==> config.mk <==
export PLATFORM = sky130hd
export DESIGN_NAME = eth_rt_rx_source_flat
export DESIGN_NICKNAME = d
export VERILOG_FILES = /design/src/rtl/eth_rt_rx_source_pkg.sv /design/src/rtl/eth_rt_rx_source_if.sv /design/src/rtl/eth_rt_ipg_timer.sv /design/src/rtl/eth_rt_rx_source.sv /design/src/flat_wrapper.sv
export SDC_FILE = /design/constraint.sdc
export NUM_CORES = 1
export LEC_CHECK = 0
export ABC_AREA = 1
export ABC_CLOCK_PERIOD_IN_PS = 1500
export CAP_MARGIN = 0
export CELL_PAD_IN_SITES_DETAIL_PLACEMENT = 0
export CELL_PAD_IN_SITES_GLOBAL_PLACEMENT = 2
export CORE_MARGIN = 1.5
export CORE_UTILIZATION = 27
export CTS_CLUSTER_SIZE = 20
export DETAILED_ROUTE_END_ITERATION = 8
export GPL_TIMING_DRIVEN = 0
export PLACE_DENSITY = 0.79
export SYNTH_ARGS = -nofsm -noshare
export SYNTH_HDL_FRONTEND = slang
export SYNTH_SLANG_ARGS = --single-unit
==> constraint.sdc <==
create_clock -name clk -period 1.5 [get_ports clk]
set_clock_uncertainty 0.05 [all_clocks]
set_input_delay 0.225 -clock clk [delete_from_list [all_inputs] [get_ports clk]]
set_output_delay 0.225 -clock clk [all_outputs]
set_load 0.01 [all_outputs]
==> src/rtl/eth_rt_rx_source_pkg.sv <==
// Shared constants for the real-time Ethernet receive-side source: line bytes and FSM encodings.
package eth_rt_rx_source_pkg;

  localparam logic [7:0] ETH_PREAMBLE_BYTE = 8'h55;
  localparam logic [7:0] ETH_SFD_BYTE      = 8'hD5;

  typedef logic [2:0] src_state_t;

  localparam src_state_t ST_SRC_IDLE  = 3'd0;
  localparam src_state_t ST_SRC_PRE   = 3'd1;
  localparam src_state_t ST_SRC_SFD   = 3'd2;
  localparam src_state_t ST_SRC_DATA  = 3'd3;
  localparam src_state_t ST_SRC_ABORT = 3'd4;

endpackage

==> src/rtl/eth_rt_rx_source_if.sv <==
// Source-buffer pop interface plus GMII-style receive byte stream of one switch port.
interface eth_rt_rx_source_if;
  logic       src_avail;
  logic       src_valid;
  logic [7:0] src_data;
  logic       src_last;
  logic [3:0] src_info;
  logic       src_pop;
  logic       PortReady;
  logic       RxValid;
  logic [7:0] RxD;
  logic       RxErr;
  logic [3:0] PacketInfo;

  // master: the frame source; slave: buffer plus consumer side
  modport master (
    input  src_avail, src_valid, src_data, src_last, src_info, PortReady,
    output src_pop, RxValid, RxD, RxErr, PacketInfo
  );
  modport slave (
    output src_avail, src_valid, src_data, src_last, src_info, PortReady,
    input  src_pop, RxValid, RxD, RxErr, PacketInfo
  );
endinterface

==> src/rtl/eth_rt_ipg_timer.sv <==
// Inter-packet gap down-counter: loads on frame end, counts down while enabled, saturates at 0.
module eth_rt_ipg_timer #(
  parameter int unsigned Width   = 8,
  parameter int unsigned LoadVal = 11
) (
  input  logic clk_i,
  input  logic reset_i,
  input  logic load_i,
  input  logic run_i,
  output logic done_o
);

  logic [Width-1:0] cnt_q, cnt_d;

  always_comb begin
    cnt_d = cnt_q;
    if (load_i) begin
      cnt_d = Width'(LoadVal);
    end else if (run_i && (cnt_q != '0)) begin
      cnt_d = cnt_q - Width'(1);
    end
  end

  always_ff @(posedge clk_i) begin
    if (reset_i) begin
      cnt_q <= '0;
    end else begin
      cnt_q <= cnt_d;
    end
  end

  assign done_o = (cnt_q == '0);

endmodule

==> src/rtl/eth_rt_rx_source.sv <==
// Pops stored frames from the upstream buffer and emits preamble, SFD and payload,
// each byte two clocks after PortReady, with IPG enforcement and underrun reporting.
module eth_rt_rx_source
  import eth_rt_rx_source_pkg::*;
#(
  parameter int unsigned PREAMBLE_LEN = 7,
  parameter int unsigned IPG_BYTES    = 12
) (
  input  logic                      clk,
  input  logic                      reset,
  eth_rt_rx_source_if.master        bus,
  input  logic                      clearErrors,
  output logic                      underrun,
  output logic [7:0]                numFrames
);

  src_state_t state_q, state_d;
  logic [3:0] tx_cnt_q, tx_cnt_d;
  logic       rdy_q;
  logic       rx_valid_q, rx_valid_d;
  logic [7:0] rxd_q, rxd_d;
  logic       rx_err_q, rx_err_d;
  logic [3:0] info_q, info_d;
  logic       underrun_q, underrun_d;
  logic [7:0] frames_q, frames_d;
  logic       src_pop_d;
  logic       issue;
  logic       ipg_load;
  logic       ipg_done;

  assign issue = rdy_q & (state_q != ST_SRC_IDLE);

  // The clock spent in PRE before the first 0x55 is issued counts as one gap clock.
  eth_rt_ipg_timer #(
    .Width   (8),
    .LoadVal (IPG_BYTES - 1)
  ) u_ipg_timer (
    .clk_i   (clk),
    .reset_i (reset),
    .load_i  (ipg_load),
    .run_i   (state_q == ST_SRC_IDLE),
    .done_o  (ipg_done)
  );

  always_comb begin
    state_d    = state_q;
    tx_cnt_d   = tx_cnt_q;
    rx_valid_d = 1'b0;
    rxd_d      = 8'h00;
    rx_err_d   = 1'b0;
    info_d     = info_q;
    frames_d   = frames_q;
    underrun_d = underrun_q & ~clearErrors;
    src_pop_d  = 1'b0;
    ipg_load   = 1'b0;

    case (state_q)
      ST_SRC_IDLE: begin
        if (bus.src_avail && bus.src_valid && ipg_done) begin
          state_d  = ST_SRC_PRE;
          tx_cnt_d = 4'd0;
        end
      end
      ST_SRC_PRE: begin
        if (issue) begin
          rx_valid_d = 1'b1;
          rxd_d      = ETH_PREAMBLE_BYTE;
          tx_cnt_d   = tx_cnt_q + 4'd1;
          if (tx_cnt_q == 4'(PREAMBLE_LEN - 1)) begin
            state_d = ST_SRC_SFD;
          end
        end
      end
      ST_SRC_SFD: begin
        if (issue) begin
          rx_valid_d = 1'b1;
          rxd_d      = ETH_SFD_BYTE;
          info_d     = bus.src_info;
          state_d    = ST_SRC_DATA;
        end
      end
      ST_SRC_DATA: begin
        if (issue) begin
          rx_valid_d = 1'b1;
          if (bus.src_valid) begin
            rxd_d     = bus.src_data;
            src_pop_d = 1'b1;
            if (bus.src_last) begin
              frames_d = frames_q + 8'd1;
              ipg_load = 1'b1;
              state_d  = ST_SRC_IDLE;
            end
          end else begin
            // Source ran dry mid-frame: flag the byte and discard the rest of the frame.
            rx_err_d   = 1'b1;
            underrun_d = 1'b1;
            state_d    = ST_SRC_ABORT;
          end
        end
      end
      ST_SRC_ABORT: begin
        if (issue && bus.src_valid) begin
          src_pop_d = 1'b1;
          if (bus.src_last) begin
            ipg_load = 1'b1;
            state_d  = ST_SRC_IDLE;
          end
        end
      end
      default: state_d = ST_SRC_IDLE;
    endcase
  end

  always_ff @(posedge clk) begin
    if (reset) begin
      state_q    <= ST_SRC_IDLE;
      tx_cnt_q   <= 4'd0;
      rdy_q      <= 1'b0;
      rx_valid_q <= 1'b0;
      rxd_q      <= 8'h00;
      rx_err_q   <= 1'b0;
      info_q     <= 4'h0;
      underrun_q <= 1'b0;
      frames_q   <= 8'h00;
    end else begin
      state_q    <= state_d;
      tx_cnt_q   <= tx_cnt_d;
      rdy_q      <= bus.PortReady;
      rx_valid_q <= rx_valid_d;
      rxd_q      <= rxd_d;
      rx_err_q   <= rx_err_d;
      info_q     <= info_d;
      underrun_q <= underrun_d;
      frames_q   <= frames_d;
    end
  end

  assign bus.src_pop    = src_pop_d;
  assign bus.RxValid    = rx_valid_q;
  assign bus.RxD        = rxd_q;
  assign bus.RxErr      = rx_err_q;
  assign bus.PacketInfo = info_q;
  assign underrun       = underrun_q;
  assign numFrames      = frames_q;

endmodule
==> src/flat_wrapper.sv <==
// flat-port wrapper written by rule: the top's interface ports become plain ports
module eth_rt_rx_source_flat import eth_rt_rx_source_pkg::*;
#(
  parameter int unsigned PREAMBLE_LEN = 7,
  parameter int unsigned IPG_BYTES    = 12
)
  (clk, reset, clearErrors, underrun, numFrames, bus_src_avail, bus_src_valid, bus_src_data, bus_src_last, bus_src_info, bus_PortReady, bus_src_pop, bus_RxValid, bus_RxD, bus_RxErr, bus_PacketInfo);
  eth_rt_rx_source_if bus_i ();
  input  logic clk;
  input  logic reset;
  input  logic clearErrors;
  output logic underrun;
  output logic [7:0] numFrames;
  input wire logic [$bits(bus_i.src_avail)-1:0] bus_src_avail;
  input wire logic [$bits(bus_i.src_valid)-1:0] bus_src_valid;
  input wire logic [$bits(bus_i.src_data)-1:0] bus_src_data;
  input wire logic [$bits(bus_i.src_last)-1:0] bus_src_last;
  input wire logic [$bits(bus_i.src_info)-1:0] bus_src_info;
  input wire logic [$bits(bus_i.PortReady)-1:0] bus_PortReady;
  output wire logic [$bits(bus_i.src_pop)-1:0] bus_src_pop;
  output wire logic [$bits(bus_i.RxValid)-1:0] bus_RxValid;
  output wire logic [$bits(bus_i.RxD)-1:0] bus_RxD;
  output wire logic [$bits(bus_i.RxErr)-1:0] bus_RxErr;
  output wire logic [$bits(bus_i.PacketInfo)-1:0] bus_PacketInfo;
  assign bus_i.src_avail = bus_src_avail;
  assign bus_i.src_valid = bus_src_valid;
  assign bus_i.src_data = bus_src_data;
  assign bus_i.src_last = bus_src_last;
  assign bus_i.src_info = bus_src_info;
  assign bus_i.PortReady = bus_PortReady;
  assign bus_src_pop = bus_i.src_pop;
  assign bus_RxValid = bus_i.RxValid;
  assign bus_RxD = bus_i.RxD;
  assign bus_RxErr = bus_i.RxErr;
  assign bus_PacketInfo = bus_i.PacketInfo;
  eth_rt_rx_source #(.PREAMBLE_LEN(PREAMBLE_LEN), .IPG_BYTES(IPG_BYTES)) u_core (.clk(clk), .reset(reset), .bus(bus_i), .clearErrors(clearErrors), .underrun(underrun), .numFrames(numFrames));
endmodule
======== Word-level counts from Yosys, hierarchy flattened ========
Cells that the tools add are included.
word-level totals
  register bits after elaboration ......... 39
  word-level logic and storage cells ...... 82
  bits of input ports ..................... 19
  output and inout port bits .............. 24
cells by class
  bitwise operators ....................... 6
  $add $sub $neg .......................... 3
  eq/ne operators ......................... 11
  multiplexer cells ....................... 33
  reductions and logical operators ........ 18
operator list
  cell                                                                 number
  3-bit two-way mux                                                    8
  8-bit two-way mux                                                    3
  8-bit one-hot mux with 3 select lines                                1
  4-bit two-way mux                                                    4
  3-bit one-hot mux with 5 select lines                                1
  1-bit two-way mux                                                    12
  2-bit by 1-bit != test with 1-bit output (second input constant)     6
  8-bit by 1-bit adder with 8-bit output (second input constant)       1
  8-bit logical NOT                                                    1
  4-bit one-hot mux with 2 select lines                                1
  8-bit nonzero test                                                   1
  8-bit by 1-bit subtractor with 8-bit output (second input constant)  1
  7-bit two-way mux                                                    1
  3-bit by 2-bit == test with 1-bit output (second input constant)     2
  6-bit AND reduction                                                  1
  3-bit OR reduction                                                   2
  4-bit by 1-bit adder with 4-bit output (second input constant)       1
  4-bit by 3-bit == test with 1-bit output (second input constant)     1
  1-bit logical AND                                                    4
  1-bit inverter                                                       4
  1-bit one-hot mux with 2 select lines                                2
  4-bit AND reduction                                                  1
  2-bit nonzero test                                                   2
  2-bit OR reduction                                                   2
  other kinds (7)                                                      8

======== Longest topological paths before layout ========
  depth in word-level cells ............... 6
  depth in mapped cells ................... 10
  depth with buffers taken out ............ 10

======== Modules after synthesis ========
A second synthesis with hierarchy kept.
second synthesis, totals
  cells, all modules ...................... 308
  area, all modules ....................... 2,069.5 um^2
by module, submodules not included
  module            times used  area an instance (um^2)  cells an instance  sequential area each (um^2)
  eth_rt_rx_source  1           1,541.5                  225                620.6
  eth_rt_ipg_timer  1           528.0                    83                 160.2

======== Worst setup path after synthesis ========
OpenSTA, ideal clock, no wires.
  path type ............................... register to register
  start ................................... reg u_core.u_ipg_timer.cnt_q[0]
  end ..................................... reg u_core.state_q[1]
  period minus slack after synthesis ...... 1,404 ps
  setup time .............................. 113 ps
  buffers on the path ..................... 0
  stages on the path, launching flop included .. 10
  setup slack ............................. 96 ps
  required time ........................... 1,337 ps
  arrival time ............................ 1,241 ps
  cells stage by stage .................... dfxtp_1 -> inv_1 -> ha_1 -> nand2_1 -> nor2_1 -> nor2_4 -> nor2_1 -> nand3_1 -> nand2_1 -> nor2_1
on the way
  cells in the longest elaborated chain, start to end .. 4
RTL lines
  item                                                line                     source
  start: declaration                                  eth_rt_ipg_timer.sv:13   logic [Width-1:0] cnt_q, cnt_d;
  start signal: assignment                            eth_rt_ipg_timer.sv:28   cnt_q <= cnt_d;
  8-bit logical NOT                                   eth_rt_ipg_timer.sv:32   assign done_o = (cnt_q == '0);
  1-bit logical AND                                   eth_rt_rx_source.sv:59   if (bus.src_avail && bus.src_valid && ipg_done) begin
  2-bit by 1-bit != test with 1-bit output (no line)  n/a
  6-bit AND reduction (no line)                       n/a
  end signal: assignment                              eth_rt_rx_source.sv:126  state_q <= state_d;
  end: declaration                                    eth_rt_rx_source.sv:17   src_state_t state_q, state_d;
No other way between the ends.
A chain may end at the register's enable or synchronous reset.

======== Worst setup path in the final report ========
  start ................................... reg u_core.state_q[2]
  end ..................................... out bus_src_pop
on the way
  cells in the longest elaborated chain, start to end .. 5
  elaborated cells between the ends (all ways) .. 8
  those cells by class .................... eq/ne (2); mux (3); bitwise (1); reduce/logical (2)
RTL lines
  item                                       line                     source
  3-bit nonzero test                         eth_rt_rx_source.sv:31   assign issue = rdy_q & (state_q != ST_SRC_IDLE);
  1-bit AND                                  eth_rt_rx_source.sv:31
  1-bit logical AND                          eth_rt_rx_source.sv:102  if (issue && bus.src_valid) begin
  1-bit two-way mux                          eth_rt_rx_source.sv:102
  1-bit one-hot mux with 2 select lines (*)  eth_rt_rx_source.sv:57   case (state_q)
  end: declaration                           flat_wrapper.sv:20       output wire logic [$bits(bus_i.src_pop)-1:0] bus_src_pop;
Every way passes the cells marked *; elsewhere a longest branch is shown, timed or not.

==> reports/metrics.cfg <==
[timing]
slew_headroom=0.651
setup_viol=0
rsz0062_at_grt=true
worst_pin_slew_ns=0.523
finalHoldViolCount=0
max_freq_mhz=668
period_needed_ns=1.50
timing.final.ws_setup_ns=0.00211
drv_slew=0
finalCritPeriodShare=0.999

[die]
boundaryPins=43
die_w_um=87.0
dieArea_um2=7570
start_util=0.280
die_h_um=87.0
core_um2=6790
rows=30

[hold_path]
hold_class=input port to flip-flop

[logic_synthesis]
synth_edf_count=0
ys_types=31
synth_ff_type=dfxtp_1
syn-num-nets=281
ys_seq_elements=39
yosysSeqAreaShare=0.410
syn_area_um2=1900
syn_inst=258
syn-mean-instance-area_um2=7.38
synth_area_leaders=dfxtp_1 (41%), nand2_1 (9.5%), nor2_1 (8.7%), a21oi_1 (5.3%), inv_1 (5.1%)
synth_top_area_cell=dfxtp_1
synth.top_cell.area_share=0.410
synth.most_common_cell=nand2_1
yosys-top-cells-count=nand2_1 (48), nor2_1 (44), dfxtp_1 (39), inv_1 (26), a21oi_1 (20)
ys_warn_count=0
synthArstFlopShare=0

[routing]
final_antenna_net_count=0
post_drt_wl_per_cell_um=11.4
vias_per_cell=4.34
drc=0
finalWirelength_mm=4.83
drt_iter0_drc=42
via_count=1835
first_pass_iters=4

[clock_network]
root_buffer=clkbuf_8
clk_pin_slew_ns=0.08
cts_buffers=5
cts_tree=yes
htreeDepth=2
clkSinkCount=39
clockBufferDepth=2
insertion_delay_ns=0.29

[worst_setup_path]
cpMostUsedCell=nand2_4
worstPathRequired_ns=1.22
path_max_fanout=3
worst_setup_path_end_kind=output port
crit_buf_inv=3
worstSetupPathType=flip-flop to output port
cp_slowest_cell=dfxtp_4
max_stage_delay_ns=0.40
critPathArrivalTime_ns=1.22
path_cells=inv_6 > nand2_4 > nand2_4 > nor2_4 > inv_2 > a21oi_2 > buf_2
start_kind=flip-flop
path_delay_family=flip-flops

[final_layout]
fin_util=0.413
fin_area_um2=2810
layout.cells.non_filler=423
n_fill_cell=735
num-nets-final=350
diodes=0
drive_above_1_share=0.251
synthToLayoutAreaGrowth_pct=47.5

[pwr]
p_leak_nw=1.21
vdd_drop_max_uv=623
p_per_area_nw_per_um2=1580

[placement]
gp_congestion=0.786
dp_cells=395
dp_hpwl_mm=3.42
port_buffers=41
postPlaceCellArea_um2=2430
pre_cts_ws_ns=-0.717

[grt]
grt_max_degree=13
antenna_found_initial=0
gr-total-overflow=0
grt_pass1_wl_mm=7.65
grt_pass1_vias=1653
grtUsageTotal=0.129

[outcome]
status=completed

[run]
maxCapViolCount=0

## cells by family (layout without fill, tap and decap cells)
family | count (synthesis) | count (layout) | synth area share
AO/OA/AOI/OAI | 38 | 38 | 0.112
XOR/XNOR | 9 | 9 | 0.0414
AND/OR/NAND/NOR | 135 | 136 | 0.341
buffers and inverters | 33 | 101 | 0.0690
adder cells (fa/ha/maj) | 4 | 4 | 0.0263
flip-flops | 39 | 39 | 0.410
## layer usage
metal	global-route usage	wire length [µm]	vias to the layer above
li1	-	-	964
met1	0.171	2360	838
met2	0.209	2270	27
met3	0.0313	151	6
met4	0.0352	46	0
met5	0	0	-
## registers in the layout, indices dropped and copies added, names as in the netlist
name,cells
u_core.underrun,1
u_core.bus.PacketInfo,4
u_core.u_ipg_timer.cnt_q,8
u_core.bus.RxErr,1
u_core.bus.RxValid,1
u_core.rdy_q,1
u_core.bus.RxD,8
u_core.numFrames,8
u_core.state_q,3
u_core.tx_cnt_q,4
## layout make-up
type / count / area (µm²) / area share
timing repair buffer: 62 / 571 / 0.203
buffer: 3 / 12.5 / 0.00445
multi-input combinational: 187 / 1110 / 0.394
tap: 96 / 120 / 0.0428
sequential: 39 / 800 / 0.285
inverter: 29 / 116 / 0.0414
clock inverter: 2 / 13.8 / 0.00490
clock buffer: 5 / 68.8 / 0.0245
## through the flow
| stage | setup TNS (ns) | power [W] | hold slack [ns] |
|---|---|---|---|
| floorplan | 0 | 0.00252 | 0.282 |
| global placement | -7.27 | 0.00289 | 0.417 |
| detailed placement | -6.63 | 0.00288 | 0.429 |
| CTS | -0.150 | 0.00404 | 0.360 |
| global route | -0.265 | 0.00479 | 0.249 |
| finish | 0 | 0.00444 | 0.229 |
## power by group
group / leakage (nW) / internal (W) / total, W / switching, W
clock network: 0.0440 / 0.000318 / 0.000689 / 0.000371
logic: 0.844 / 0.00112 / 0.00245 / 0.00133
registers: 0.321 / 0.00119 / 0.00130 / 0.000109
## final timing paths
kind,depth (start not counted),from,end,slack [ns]
setup / recovery,7,u_core.state_q[2],bus_src_pop,0.002
hold / removal,2,reset,u_core.bus.RxD[7],0.23
setup reg to reg,7,u_core.state_q[0],u_core.u_ipg_timer.cnt_q[0],0.04
hold reg to reg,1,u_core.numFrames[5],u_core.numFrames[5],0.43
## cell usage in the layout, fill, tap and decap left out, drive strengths merged
cell	synthesis	layout
inv	29	29
dlygate4sd2	0	7
nor3b	2	2
a21oi	21	21
nand4	5	5
buf	1	22
clkdlybuf4s50	0	31
xnor2	4	4
dfxtp	39	39
nand2	54	54
xor2	5	5
dlymetal6s2s	0	2
clkinv	0	2
nor2	51	52
nand3	19	19
clkbuf	3	8
nor4	1	1
and2	1	1
a211oi	1	1
nor3	1	1
o211ai	1	1
o21ai	13	13
ha	4	4
o22ai	1	1
nand3b	1	1
o21bai	1	1
## timing repair
action	4_1_cts	5_1_grt
resized for setup	31	35
buffers inserted	11	10
hold buffers	0	0
pin swaps	4	11
gates cloned	1	0
endpoints found under the setup margin	26	27
No activity file was read; power rests on OpenSTA's default activity.
